**src/rtl/fetch_unit.sv**
```systemverilog
`default_nettype none
// ============================================================================
// Module   : fetch_unit
// Purpose  : RV32I instruction fetch stage. Owns the PC, issues one imem
//            request at a time and hands fetched instructions to decode over
//            a valid/ready handshake. Redirects squash in-flight fetches.
// Options  : FETCH_MISALIGN_CHECK_EN - trap misaligned redirect targets into
//            a sticky FAULT state instead of silently aligning them.
// Revision : 1.0 - initial release
// ============================================================================
module fetch_unit #(
    parameter logic [31:0] RESET_PC = 32'h0000_0000
) (
    input  logic        clk,
    input  logic        rst,
    input  logic        redirect_valid,
    input  logic [31:0] redirect_pc,
    output logic        imem_req_valid,
    input  logic        imem_req_ready,
    output logic [31:0] imem_req_addr,
    input  logic        imem_rsp_valid,
    input  logic [31:0] imem_rsp_data,
    output logic        if_valid,
    input  logic        if_ready,
    output logic [31:0] if_pc,
    output logic [31:0] if_pc_plus4,
    output logic [31:0] if_instr,
    output logic        misalign_fault
);

    localparam logic [31:0] c_nop       = 32'h0000_0013;
    localparam logic [31:0] c_word_mask = 32'hFFFF_FFFC;

    typedef enum logic [2:0] {
        S_REQ   = 3'd0,
        S_WAIT  = 3'd1,
        S_HOLD  = 3'd2,
        S_DRAIN = 3'd3,
        S_FAULT = 3'd4
    } state_t;

    state_t      r_state;
    logic [31:0] r_pc;
    logic [31:0] r_req_pc;
    logic        r_if_valid;
    logic [31:0] r_if_pc;
    logic [31:0] r_if_pc_plus4;
    logic [31:0] r_if_instr;

    state_t      w_state_nxt;
    logic [31:0] w_pc_nxt;
    logic [31:0] w_req_pc_nxt;
    logic        w_if_valid_nxt;
    logic        w_load_if;
    logic        w_req_hs;
    logic        w_fault_nxt;

`ifdef FETCH_MISALIGN_CHECK_EN
    logic        r_fault;
    logic        w_redir_bad;
    assign w_redir_bad    = (redirect_pc[1:0] != 2'b00);
    assign misalign_fault = r_fault;
`else
    assign misalign_fault = 1'b0;
`endif

    // Request side is purely a function of state and pc; suppressed in reset.
    assign imem_req_valid = (r_state == S_REQ) && !rst;
    assign imem_req_addr  = r_pc;
    assign w_req_hs       = imem_req_valid && imem_req_ready;

    assign if_valid    = r_if_valid;
    assign if_pc       = r_if_pc;
    assign if_pc_plus4 = r_if_pc_plus4;
    assign if_instr    = r_if_instr;

    // Next-state logic: normal flow first, then a redirect overrides it.
    always_comb begin
        w_state_nxt    = r_state;
        w_pc_nxt       = r_pc;
        w_req_pc_nxt   = r_req_pc;
        w_if_valid_nxt = r_if_valid;
        w_load_if      = 1'b0;
`ifdef FETCH_MISALIGN_CHECK_EN
        w_fault_nxt    = r_fault;
`else
        w_fault_nxt    = 1'b0;
`endif

        case (r_state)
            S_REQ: begin
                if (w_req_hs) begin
                    w_req_pc_nxt = r_pc;
                    w_pc_nxt     = r_pc + 32'd4;
                    w_state_nxt  = S_WAIT;
                end
            end
            S_WAIT: begin
                if (imem_rsp_valid) begin
                    w_load_if      = 1'b1;
                    w_if_valid_nxt = 1'b1;
                    w_state_nxt    = S_HOLD;
                end
            end
            S_HOLD: begin
                if (if_ready) begin
                    w_if_valid_nxt = 1'b0;
                    w_state_nxt    = S_REQ;
                end
            end
            S_DRAIN: begin
                if (imem_rsp_valid) begin
                    w_state_nxt = S_REQ;
                end
            end
            S_FAULT: begin
                w_state_nxt = S_FAULT;
            end
            default: begin
                w_state_nxt = S_REQ;
            end
        endcase

        // A fault is sticky until reset, so redirects are ignored there.
        if (redirect_valid && (r_state != S_FAULT)) begin
            w_if_valid_nxt = 1'b0;
            w_load_if      = 1'b0;
            w_pc_nxt       = redirect_pc & c_word_mask;
            // A request still owed a response must drain before the next one.
            case (r_state)
                S_REQ:   w_state_nxt = w_req_hs       ? S_DRAIN : S_REQ;
                S_WAIT:  w_state_nxt = imem_rsp_valid ? S_REQ   : S_DRAIN;
                S_DRAIN: w_state_nxt = imem_rsp_valid ? S_REQ   : S_DRAIN;
                default: w_state_nxt = S_REQ;
            endcase
`ifdef FETCH_MISALIGN_CHECK_EN
            if (w_redir_bad) begin
                w_fault_nxt = 1'b1;
                w_state_nxt = S_FAULT;
            end
`endif
        end
    end

    // State, PC and decode-facing output registers.
    always_ff @(posedge clk) begin
        if (rst) begin
            r_state       <= S_REQ;
            r_pc          <= RESET_PC;
            r_req_pc      <= 32'd0;
            r_if_valid    <= 1'b0;
            r_if_pc       <= 32'd0;
            r_if_pc_plus4 <= 32'd0;
            r_if_instr    <= c_nop;
        end else begin
            r_state    <= w_state_nxt;
            r_pc       <= w_pc_nxt;
            r_req_pc   <= w_req_pc_nxt;
            r_if_valid <= w_if_valid_nxt;
            if (w_load_if) begin
                r_if_pc       <= r_req_pc;
                r_if_pc_plus4 <= r_req_pc + 32'd4;
                r_if_instr    <= imem_rsp_data;
            end
        end
    end

`ifdef FETCH_MISALIGN_CHECK_EN
    // Sticky misaligned-redirect flag.
    always_ff @(posedge clk) begin
        if (rst) begin
            r_fault <= 1'b0;
        end else begin
            r_fault <= w_fault_nxt;
        end
    end
`else
    logic w_unused_fault;
    assign w_unused_fault = w_fault_nxt;
`endif

endmodule
`default_nettype wire

```
**config.mk**
```make
export PLATFORM = sky130hd
export DESIGN_NAME = fetch_unit
export DESIGN_NICKNAME = d
export VERILOG_FILES = /design/src/rtl/fetch_unit.sv
export SDC_FILE = /design/constraint.sdc
export NUM_CORES = 1
export LEC_CHECK = 0
export BUFFER_PORTS_ARGS = -buffer_cell sky130_fd_sc_hd__buf_2
export CORE_MARGIN = 8
export CORE_UTILIZATION = 54
export CTS_BUF_LIST = sky130_fd_sc_hd__clkbuf_4 sky130_fd_sc_hd__clkbuf_8
export DETAILED_ROUTE_END_ITERATION = 6
export HOLD_SLACK_MARGIN = 0.1
export PLACE_DENSITY = 0.82
export SYNTH_ARGS = -nofsm -noshare
export SYNTH_HDL_FRONTEND = slang
export SYNTH_SLANG_ARGS = --single-unit
```
**constraint.sdc**
```tcl
create_clock -name clk -period 2.9 [get_ports clk]
set_input_delay 0.29 -clock clk [delete_from_list [all_inputs] [get_ports clk]]
set_output_delay 0.29 -clock clk [all_outputs]
set_load 0.005 [all_outputs]
```
==> results.md, run 1 <==
* Startpoint types: flop
* # nets final at 1157
* Post-DRT Antenna Nets at 0
* DRC viols at 0
* Worst path slowest cell: or4_1
* Post-Route Setup TNS at 0 ns
* Post-Synthesis Cells at 889
* H-Tree Depth at 4
* Area contributors post-synth: dfxtp_1 44%, nand2_1 11%, a21oi_1 5.0%, nand4_1 3.4%, clkbuf_1 3.0%
* Status: finished, final reports clean
* Unrepaired setup endpoints after global routing: no
* Crit Path Category: flop to flop
* Logic pwr share at 0.104
* CP peak stage delay at 0.82 ns
* Clock Latency Late Sink at 0.45 ns
* Clk sink count at 156
* Gp weighted congestion at 0.871
* Ys flop type: dfxtp_1
* Die ar. at 17100 µm²
* Wirelength per Cell at 17.2 µm
* P per Cell Area at 496 nW/µm²
* CP Max Fanout at 17
* Sequential area share after synthesis at 0.440
* FF-to-FF setup slack at 0.50 ns
* Critical path launch point: imem_req_addr[4]
* Cell Chain, Critical Path: nand3_2 > or4_1 > or4b_1 > a311oi_1
* Slew margin rel. at 0.521
* Max Clk Rate at 417 MHz
* Sw Share at 0.257
* Period Utilization, post-route at 0.827
* Yosys top cell by area: dfxtp_1
* Yosys warnings at 0
* Routed vias at 7401
* Most numerous cell in the Yosys netlist: nand2_1
* HP Class: input port to flop
* Post-CTS Setup Bufs at 0
* Total grt overflow at 0
* Worst reg2reg path depth at 4
* Synth top cells by count: 202 x nand2_1, 156 x dfxtp_1, 71 x a21oi_1
* R2r startpoint: imem_req_addr[4]
* Worst-Margin Slew at 0.715 ns
* Tot GR Track Use at 0.253
* Post-cts sizing count at 0
* Hold depth at 3
* Starting Density at 0.544
* Total Power at 4440 µW
* Post-synth top area share at 0.440
* DIE WIDTH at 131 µm
* Global-route wire length before repair at 34600 µm
* Crit path arrival time at 2.76 ns
* I/O Buffers at 191
* Vias in the first global route at 6784
* Leak at 0.00360 µW
* Final wirelength at 21900 µm
* Clock Skew at 0.0103 ns
* Slew Limit Fails at 0
* Hold Buf Count CTS at 43
* Max_cap viols at 0
* Hold Crit Endpoint: imem_req_addr[19]
* Flop pwr share at 0.530
* Layout area overhead at 26.3%
* Fill count at 1105
* Core region area at 13000 µm²
* Antenna violations before repair at 0
* Post-synth ARST share at 0
* Reg clk slew, reported paths at 0.08 ns
* Critical Path Sink Type: flop
* Peak VDD IR at 0.286 mV
* Avg Inst Size Synth at 7.98 µm²
* Min Clock Period, post-route at 2.40 ns
* Router iterations before antenna repair at 5
* Layout cells sized above 1 at 0.239
* Final HPWL DP at 14700 µm
* CP required at 3.27 ns
* EDFF count, synth at 0
* N_diodes at 0
* Net Sw Power at 1140 µW
* I/O pins at 201
* Internal power at 3300 µW
* Final Hold Viols at 0
* Cell variety after synth at 57
* Yosys reg bits at 156
* Clock buffer depth at 2
* Clk network pwr share at 0.366
* Largest net degree at the start of global routing at 73
* Drt first-iter violations at 597
* Synthesized cell area at 7090 µm²
* TritonCTS buffer count at 17
* Vias per Instance at 5.81
* Reg-to-Reg End: imem_req_addr[22]
* Die H at 131 µm
* Final Setup Violations at 0
* CTS tree: yes
* Clock root cell: clkbuf_8
* Min-delay src: redirect_pc[19]
* FP Rows at 42
-- registers in the layout, indices dropped and copies added, names as in the netlist --
register / cells
if_instr: 32
if_pc: 30
if_pc_plus4: 30
imem_req_addr: 30
r_req_pc: 30
r_state: 3
if_valid: 1
-- worst max path at each step --
| stage | end | depth (start not counted) |
|---|---|---|
| 6_report | imem_req_addr[22] | 4 |
| 5_1_grt | imem_req_addr[19] | 4 |
| 3_3_place_gp | imem_req_addr[22] | 4 |
| 2_1_floorplan | imem_req_addr[22] | 5 |
| 4_1_cts | imem_req_addr[19] | 4 |
| 3_5_place_dp | imem_req_addr[19] | 4 |
-- per-layer routing --
metal,global-route usage,wire [µm],part of all wire
met5,0,0,0
met2,0.382,9820,0.45
met3,0.0605,1910,0.087
met4,0.0918,432,0.020
met1,0.346,9710,0.44
-- worst max-delay path: cells and delay by family (launching register included) --
| kind | cells | cell delay (ns) |
|---|---|---|
| compound gates | 1 | 0.27 |
| flops | 1 | 0.49 |
| simple gates | 3 | 1.55 |
-- cells in the final DEF, fill, tap and decap left out, drive strengths merged, types with 7 or more instances in the layout --
master | Yosys | routed
buf | 27 | 212
nand2 | 202 | 202
dfxtp | 156 | 156
a21oi | 71 | 71
dlygate4sd3 | 0 | 43
nor2 | 40 | 40
nand4 | 38 | 38
nand3 | 36 | 36
o21ai | 29 | 29
o211ai | 24 | 24
clkbuf | 57 | 24
a211oi | 19 | 19
nor3 | 18 | 18
nor4 | 14 | 14
inv | 12 | 12
a311oi | 12 | 12
o31ai | 12 | 12
xnor2 | 11 | 11
and4 | 10 | 10
or4 | 9 | 9
xor2 | 9 | 9
a211o | 8 | 8
and3 | 8 | 8
a2111oi | 7 | 7
conb | 1 | 7
clkinv | 1 | 7
-- per-stage QoR --
step	util	setup WS, ns	instance area [µm²]	instances	hold WS, ns
after detailed placement	0.624	0.559	8130	1199	0.444
final	0.687	0.502	8960	1274	0.136
after global routing	0.687	0.338	8960	1274	0.111
after floorplan	-	0.830	7120	895	0.414
after global placement	0.624	0.625	8130	1199	0.438
after CTS	0.687	0.534	8960	1274	0.100
-- power by group through the flow --
stage,clock network [µW],logic (µW),registers (µW)
after floorplan,0,260,2350
after global placement,0,403,2390
after detailed placement,0,408,2400
after CTS,1650,454,2350
after global routing,1760,506,2370
final,1630,460,2350
-- cell families (layout without fill, tap and decap cells) --
kind of cell | Yosys count | count (layout) | share of synthesized area
simple gates | 400 | 400 | 0.271
compound gates | 211 | 211 | 0.199
flops | 156 | 156 | 0.440
buf+inv | 97 | 300 | 0.0579
xor+xnor | 20 | 20 | 0.0247
fa+ha+maj | 2 | 2 | 0.00353
mux | 2 | 2 | 0.00282
other cells | 1 | 7 | 0.000529
-- layout make-up --
type	instances	area, µm²	area share
clock buffer	24	305	0.0341
clock inverter	8	90.1	0.0101
multi-input combinational	642	3600	0.402
inverter	13	48.8	0.00545
tap	176	220	0.0246
timing repair buffer	255	1570	0.175
sequential	156	3120	0.349
(Power assumes the default switching activity.)
==> inputs of run 2 (changes only) <==
Clock period 2.9 ns to 2.4 ns, I/O delays scaled along.
==> run 2 against run 1 <==
Effect of this change:
- cell area increased by 3.2%
- via count grew 2.5%
- combinational power grew 33%
- cell count increased by 2.3%
- setup slack worse by 0.19 ns
- critical path depth unchanged
- count of clock-buffer cells in the layout is 1 lower
- largest power group unchanged
- highest routed layer unchanged
==> results.md, run 2 (same netlist as run 1, synthesis figures left out) <==
* Max_cap viols at 0 (unchanged)
* Period Utilization, post-route at 0.869 (+0.0419)
* DRC viols at 0 (unchanged)
* Startpoint types: flop
* Reg clk slew, reported paths at 0.08 ns (about the same)
* Router iterations before antenna repair at 5 (unchanged)
* Vias per Instance at 5.82 (+0.22%)
* Crit path arrival time at 2.45 ns (-0.31 ns)
* Slew margin rel. at 0.539 (+0.0179)
* Final wirelength at 22100 µm (+0.86%)
* CTS tree: yes
* Die H at 131 µm (unchanged)
* P per Cell Area at 593 nW/µm² (+20%)
* Wirelength per Cell at 16.9 µm (-1.4%)
* Setup WS post-layout at 0.315 ns (-0.187 ns)
* CP Max Fanout at 11 (-6)
* Clock Skew at 0.00943 ns (-0.000856 ns)
* FP Rows at 42 (unchanged)
* Net Sw Power at 1380 µW (+21%)
* TritonCTS buffer count at 17 (unchanged)
* Min Clock Period, post-route at 2.09 ns (-0.313 ns)
* DIE WIDTH at 131 µm (unchanged)
* Die ar. at 17100 µm² (unchanged)
* Post-Route Setup TNS at 0 ns (unchanged)
* Clock root cell: clkbuf_8
* HP Class: input port to flop
* Routed vias at 7586 (+2.5%)
* Core region area at 13000 µm² (unchanged)
* Clock Latency Late Sink at 0.45 ns (about the same)
* Final Hold Viols at 0 (unchanged)
* Status: finished, final reports clean
* Sw Share at 0.251 (-0.00545)
* I/O Buffers at 191 (unchanged)
* Layout cells sized above 1 at 0.249 (+0.0107)
* I/O pins at 201 (unchanged)
* Leak at 0.00375 µW (+4.3%)
* Starting Density at 0.544 (unchanged)
* Tot GR Track Use at 0.255 (+0.00192)
* Critical Path Sink Type: flop
* Most common cell after layout, fill and taps aside: nand2_1
* # nets final at 1187 (+2.6%)
* Largest net degree at the start of global routing at 52 (-29%)
* Unrepaired setup endpoints after global routing: no
* Clk network pwr share at 0.373 (+0.007)
* Antenna violations before repair at 0 (unchanged)
* Clk sink count at 156 (unchanged)
* DP Worst Slack at 0.203 ns (-0.356 ns)
* Gp weighted congestion at 0.901 (+3.4%)
* Logic pwr share at 0.111 (+0.007)
* Number of flip-flops in the largest register at 32 (unchanged)
* Final Setup Violations at 0 (unchanged)
* N_diodes at 0 (unchanged)
* Vias in the first global route at 6874 (+1.3%)
* Internal power at 4110 µW (+24%)
* Flop pwr share at 0.516 (-0.014)
* Layout area overhead at 30.3%
* Total grt overflow at 0 (unchanged)
* Post-DRT Antenna Nets at 0 (unchanged)
* Drt first-iter violations at 720 (+21%)
* Max Clk Rate at 480 MHz (+15%)
* Slew Limit Fails at 0 (unchanged)
* Crit Path Category: flop to flop
* Worst-Margin Slew at 0.688 ns (-0.0268 ns)
* Clock buffer depth at 2 (unchanged)
* Global-route wire length before repair at 34900 µm (+0.66%)
* H-Tree Depth at 4 (unchanged)
* CP required at 2.77 ns (-0.50 ns)
* Peak VDD IR at 0.308 mV (+7.9%)
* Most frequent cells in the layout: 202 x nand2_1, 190 x buf_2, 156 x dfxtp_1
* Final HPWL DP at 15000 µm (+2.5%)
==> run 2: power by group through the flow <==
stage,combinational [µW],sequential (µW),clock [µW]
2_1_floorplan,314,2840,0
3_3_place_gp,523,2880,0
3_5_place_dp,529,2880,0
4_1_cts,599,2820,2080
5_1_grt,670,2840,2190
6_report,611,2830,2050
==> run 2: critical path: stages (launching register included) <==
cell and delay, ns:
dfxtp_1 0.44, nand3_2 0.15, or4_4 0.61, or4_1 0.53, a311oi_1 0.27
==> run 2: stage by stage <==
step                       util  total power, µW  area, µm²  hold slack, ns  cells
after floorplan               -             3160       7120           0.364    895
after global placement    0.636             3400       8290           0.439   1218
after detailed placement  0.636             3410       8290           0.444   1218
after CTS                 0.709             5500       9240           0.103   1303
after global routing      0.709             5710       9240           0.101   1303
final                     0.709             5490       9240           0.134   1303
==> run 2: cell type report <==
class / instances / area [µm²]
Timing Repair Buffer: 285 / 1840
Multi-Input combinational cell: 642 / 3600
Sequential cell: 156 / 3120
Tap cell: 176 / 220
Fill cell: 1078 / 3790
Inverter: 13 / 48.8
Clock inverter: 8 / 115
Clock buffer: 23 / 298
==> run 2: worst paths after layout <==
kind	from	endpoint	slack [ns]	cells past startpoint
worst max register to register	imem_req_addr[8]	imem_req_addr[18]	0.31	4
worst max-delay path	imem_req_addr[8]	imem_req_addr[18]	0.31	4
worst min register to register	if_instr[27]	if_instr[27]	0.45	2
worst min-delay path	redirect_pc[6]	imem_req_addr[6]	0.13	3
==> run 2: routing by layer <==
metal	track usage	part of all wire
met3	0.0613	0.096
met4	0.104	0.024
met5	0	0
met1	0.346	0.43
met2	0.382	0.45
==> run 2: repair_timing <==
item,in CTS,in global routing
setup buffers,0,0
hold buffers,54,0
hold endpoints to repair,54,0
setup endpoints to repair,0,1
gates resized for setup,0,1
==> inputs of run 3 (changes only) <==
Settings changed: BUFFER_PORTS_ARGS -buffer_cell sky130_fd_sc_hd__buf_2 to unset, CORE_UTILIZATION 54 to 66, DONT_BUFFER_PORTS set to 1.
==> run 3 against run 2 <==
Effect of this change:
- highest routed layer unchanged
- maximum frequency decreased by 2.7%
- critical path depth stayed put
- clock power shrank 11%
- setup slack lost 0.057 ns
==> results.md, run 3 (same netlist as run 1, synthesis figures left out) <==
* Status: finished, final reports clean
* Worst path slowest cell: or4_1
* Largest net degree at the start of global routing at 107 (+110%)
* Leak at 0.00283 µW (-25%)
* Final wirelength at 21500 µm (-2.6%)
* Final Setup Violations at 0 (unchanged)
* DRC viols at 0 (unchanged)
* Startpoint types: flop
* Hold depth at 3 (unchanged)
* Final Hold Viols at 0 (unchanged)
* Die ar. at 14300 µm² (-16%)
* Most frequent CP cell: or4_1
* Sw Share at 0.270 (+0.0189)
* Period Utilization, post-route at 0.893 (+0.0239)
* Antenna violations before repair at 0 (unchanged)
* Clock Skew at 0.0172 ns (+0.00780 ns)
* Crit path arrival time at 2.49 ns (+0.04 ns)
* Router iterations before antenna repair at 6 (+1)
* Hold Slack at 0.112 ns (-0.0221 ns)
* Max Clk Rate at 467 MHz (-2.7%)
* Die H at 120 µm (-8.4%)
* TritonCTS buffer count at 17 (unchanged)
* Number of flip-flops in the largest register at 32 (unchanged)
* Clock root cell: clkbuf_8
* P per Cell Area at 623 nW/µm² (+4.9%)
* Unrepaired setup endpoints after global routing: no
* Peak VDD IR at 0.350 mV (+14%)
* Most common cell after layout, fill and taps aside: nand2_1
* Clock buffer depth at 2 (unchanged)
* Critical Path Sink Type: flop
* Clk network pwr share at 0.352 (-0.021)
* Net Sw Power at 1390 µW (+1.1%)
* Cell Chain, Critical Path: nand3_1 > or4_1 > or4_1 > a311oi_1
* Clock Latency Late Sink at 0.44 ns (about the same)
* CTS tree: yes
* Starting Density at 0.666 (+0.122)
* Vias in the first global route at 6550 (-4.7%)
* I/O Buffers at 0 (-100%)
* # nets final at 1006 (-15%)
* FP Rows at 38 (-9.5%)
* Slew Limit Fails at 0 (unchanged)
* Tot GR Track Use at 0.294 (+0.0389)
* Clk sink count at 156 (unchanged)
* Final HPWL DP at 14400 µm (-4.2%)
* N_diodes at 0 (unchanged)
* Internal power at 3770 µW (-8.3%)
* Post-Route Setup TNS at 0 ns (unchanged)
* CP Max Fanout at 10 (-1)
* Core region area at 10700 µm² (-18%)
* Flop pwr share at 0.553 (+0.037)
* Routed vias at 7079 (-6.7%)
* Worst-Margin Slew at 0.764 ns (+0.0758 ns)
* Post-cts sizing count at 0 (unchanged)
* Drt first-iter violations at 812 (+13%)
* Most frequent cells in the layout: 202 x nand2_1, 156 x dfxtp_1, 71 x a21oi_1
* CP peak stage delay at 0.69 ns (+0.08 ns)
* DIE WIDTH at 120 µm (-8.4%)
* I/O pins at 201 (unchanged)
* Min Clock Period, post-route at 2.14 ns (+0.0574 ns)
* Logic pwr share at 0.095 (-0.016)
* Crit Path Category: flop to flop
* Total grt overflow at 0 (unchanged)
* HP Class: input port to flop
* Vias per Instance at 6.52 (+12%)
* Reg clk slew, reported paths at 0.09 ns (about the same)
* Slew margin rel. at 0.489 (-0.0507)
* Max_cap viols at 0 (unchanged)
* Layout cells sized above 1 at 0.0920 (-0.157)
* Worst reg2reg path depth at 4 (unchanged)
* Layout area overhead at 16.8%
* Wirelength per Cell at 19.8 µm (+17%)
* Gp weighted congestion at 0.867 (-3.8%)
* H-Tree Depth at 4 (unchanged)
* CP required at 2.75 ns (-0.02 ns)
* Post-DRT Antenna Nets at 0 (unchanged)
* Global-route wire length before repair at 35100 µm (+0.81%)
run 3: cell type report:
class                      count  area (µm²)
multi-input combinational    642        3600
sequential                   156        3120
fill                         758        2370
timing repair buffer         104         978
clock buffer                  21         264
tap                          140         175
clock inverter                10        96.3
inverter                      13        48.8
run 3: path summary, 6_finish.rpt:
path | startpoint | endpoint | slack (ns)
max | imem_req_addr[11] | imem_req_addr[19] | 0.26
min | redirect_valid | imem_req_addr[20] | 0.11
max reg2reg | imem_req_addr[11] | imem_req_addr[19] | 0.26
min reg2reg | if_pc[10] | if_pc[10] | 0.48
run 3: repair_timing:
item,CTS,global route
buffers inserted,0,0
hold endpoints to repair,110,0
hold buffers,67,0
run 3: power groups by stage:
stage | logic [µW] | clock network, µW | registers (µW)
3_3_place_gp | 339 | 0 | 2900
5_1_grt | 536 | 1960 | 2870
2_1_floorplan | 314 | 0 | 2840
3_5_place_dp | 354 | 0 | 2910
4_1_cts | 479 | 1820 | 2850
6_report | 490 | 1820 | 2850
run 3: worst max-delay path, delay by kind of cell (launching register included):
family | cells | cell delay, ns
AND/OR/NAND/NOR | 3 | 1.43
AO/OA/AOI/OAI | 1 | 0.26
flip-flops | 1 | 0.36
run 3: routing by layer:
| layer | wire, µm | vias up | track usage |
|---|---|---|---|
| met5 | 0 | - | 0 |
| met2 | 10300 | 420 | 0.472 |
| met4 | 240 | 0 | 0.0820 |
| met1 | 8550 | 3341 | 0.370 |
| met3 | 2420 | 31 | 0.100 |
| li1 | - | 3287 | - |
run 3: stage by stage:
step	area, µm²	power, µW	utilization	std cells	setup WS [ns]
2_1_floorplan	7120	3160	-	895	0.330
5_1_grt	8280	5370	0.778	1086	0.114
3_5_place_dp	7240	3260	0.679	988	0.326
6_report	8280	5160	0.778	1086	0.258
3_3_place_gp	7240	3240	0.679	988	0.366
4_1_cts	8280	5150	0.778	1086	0.305
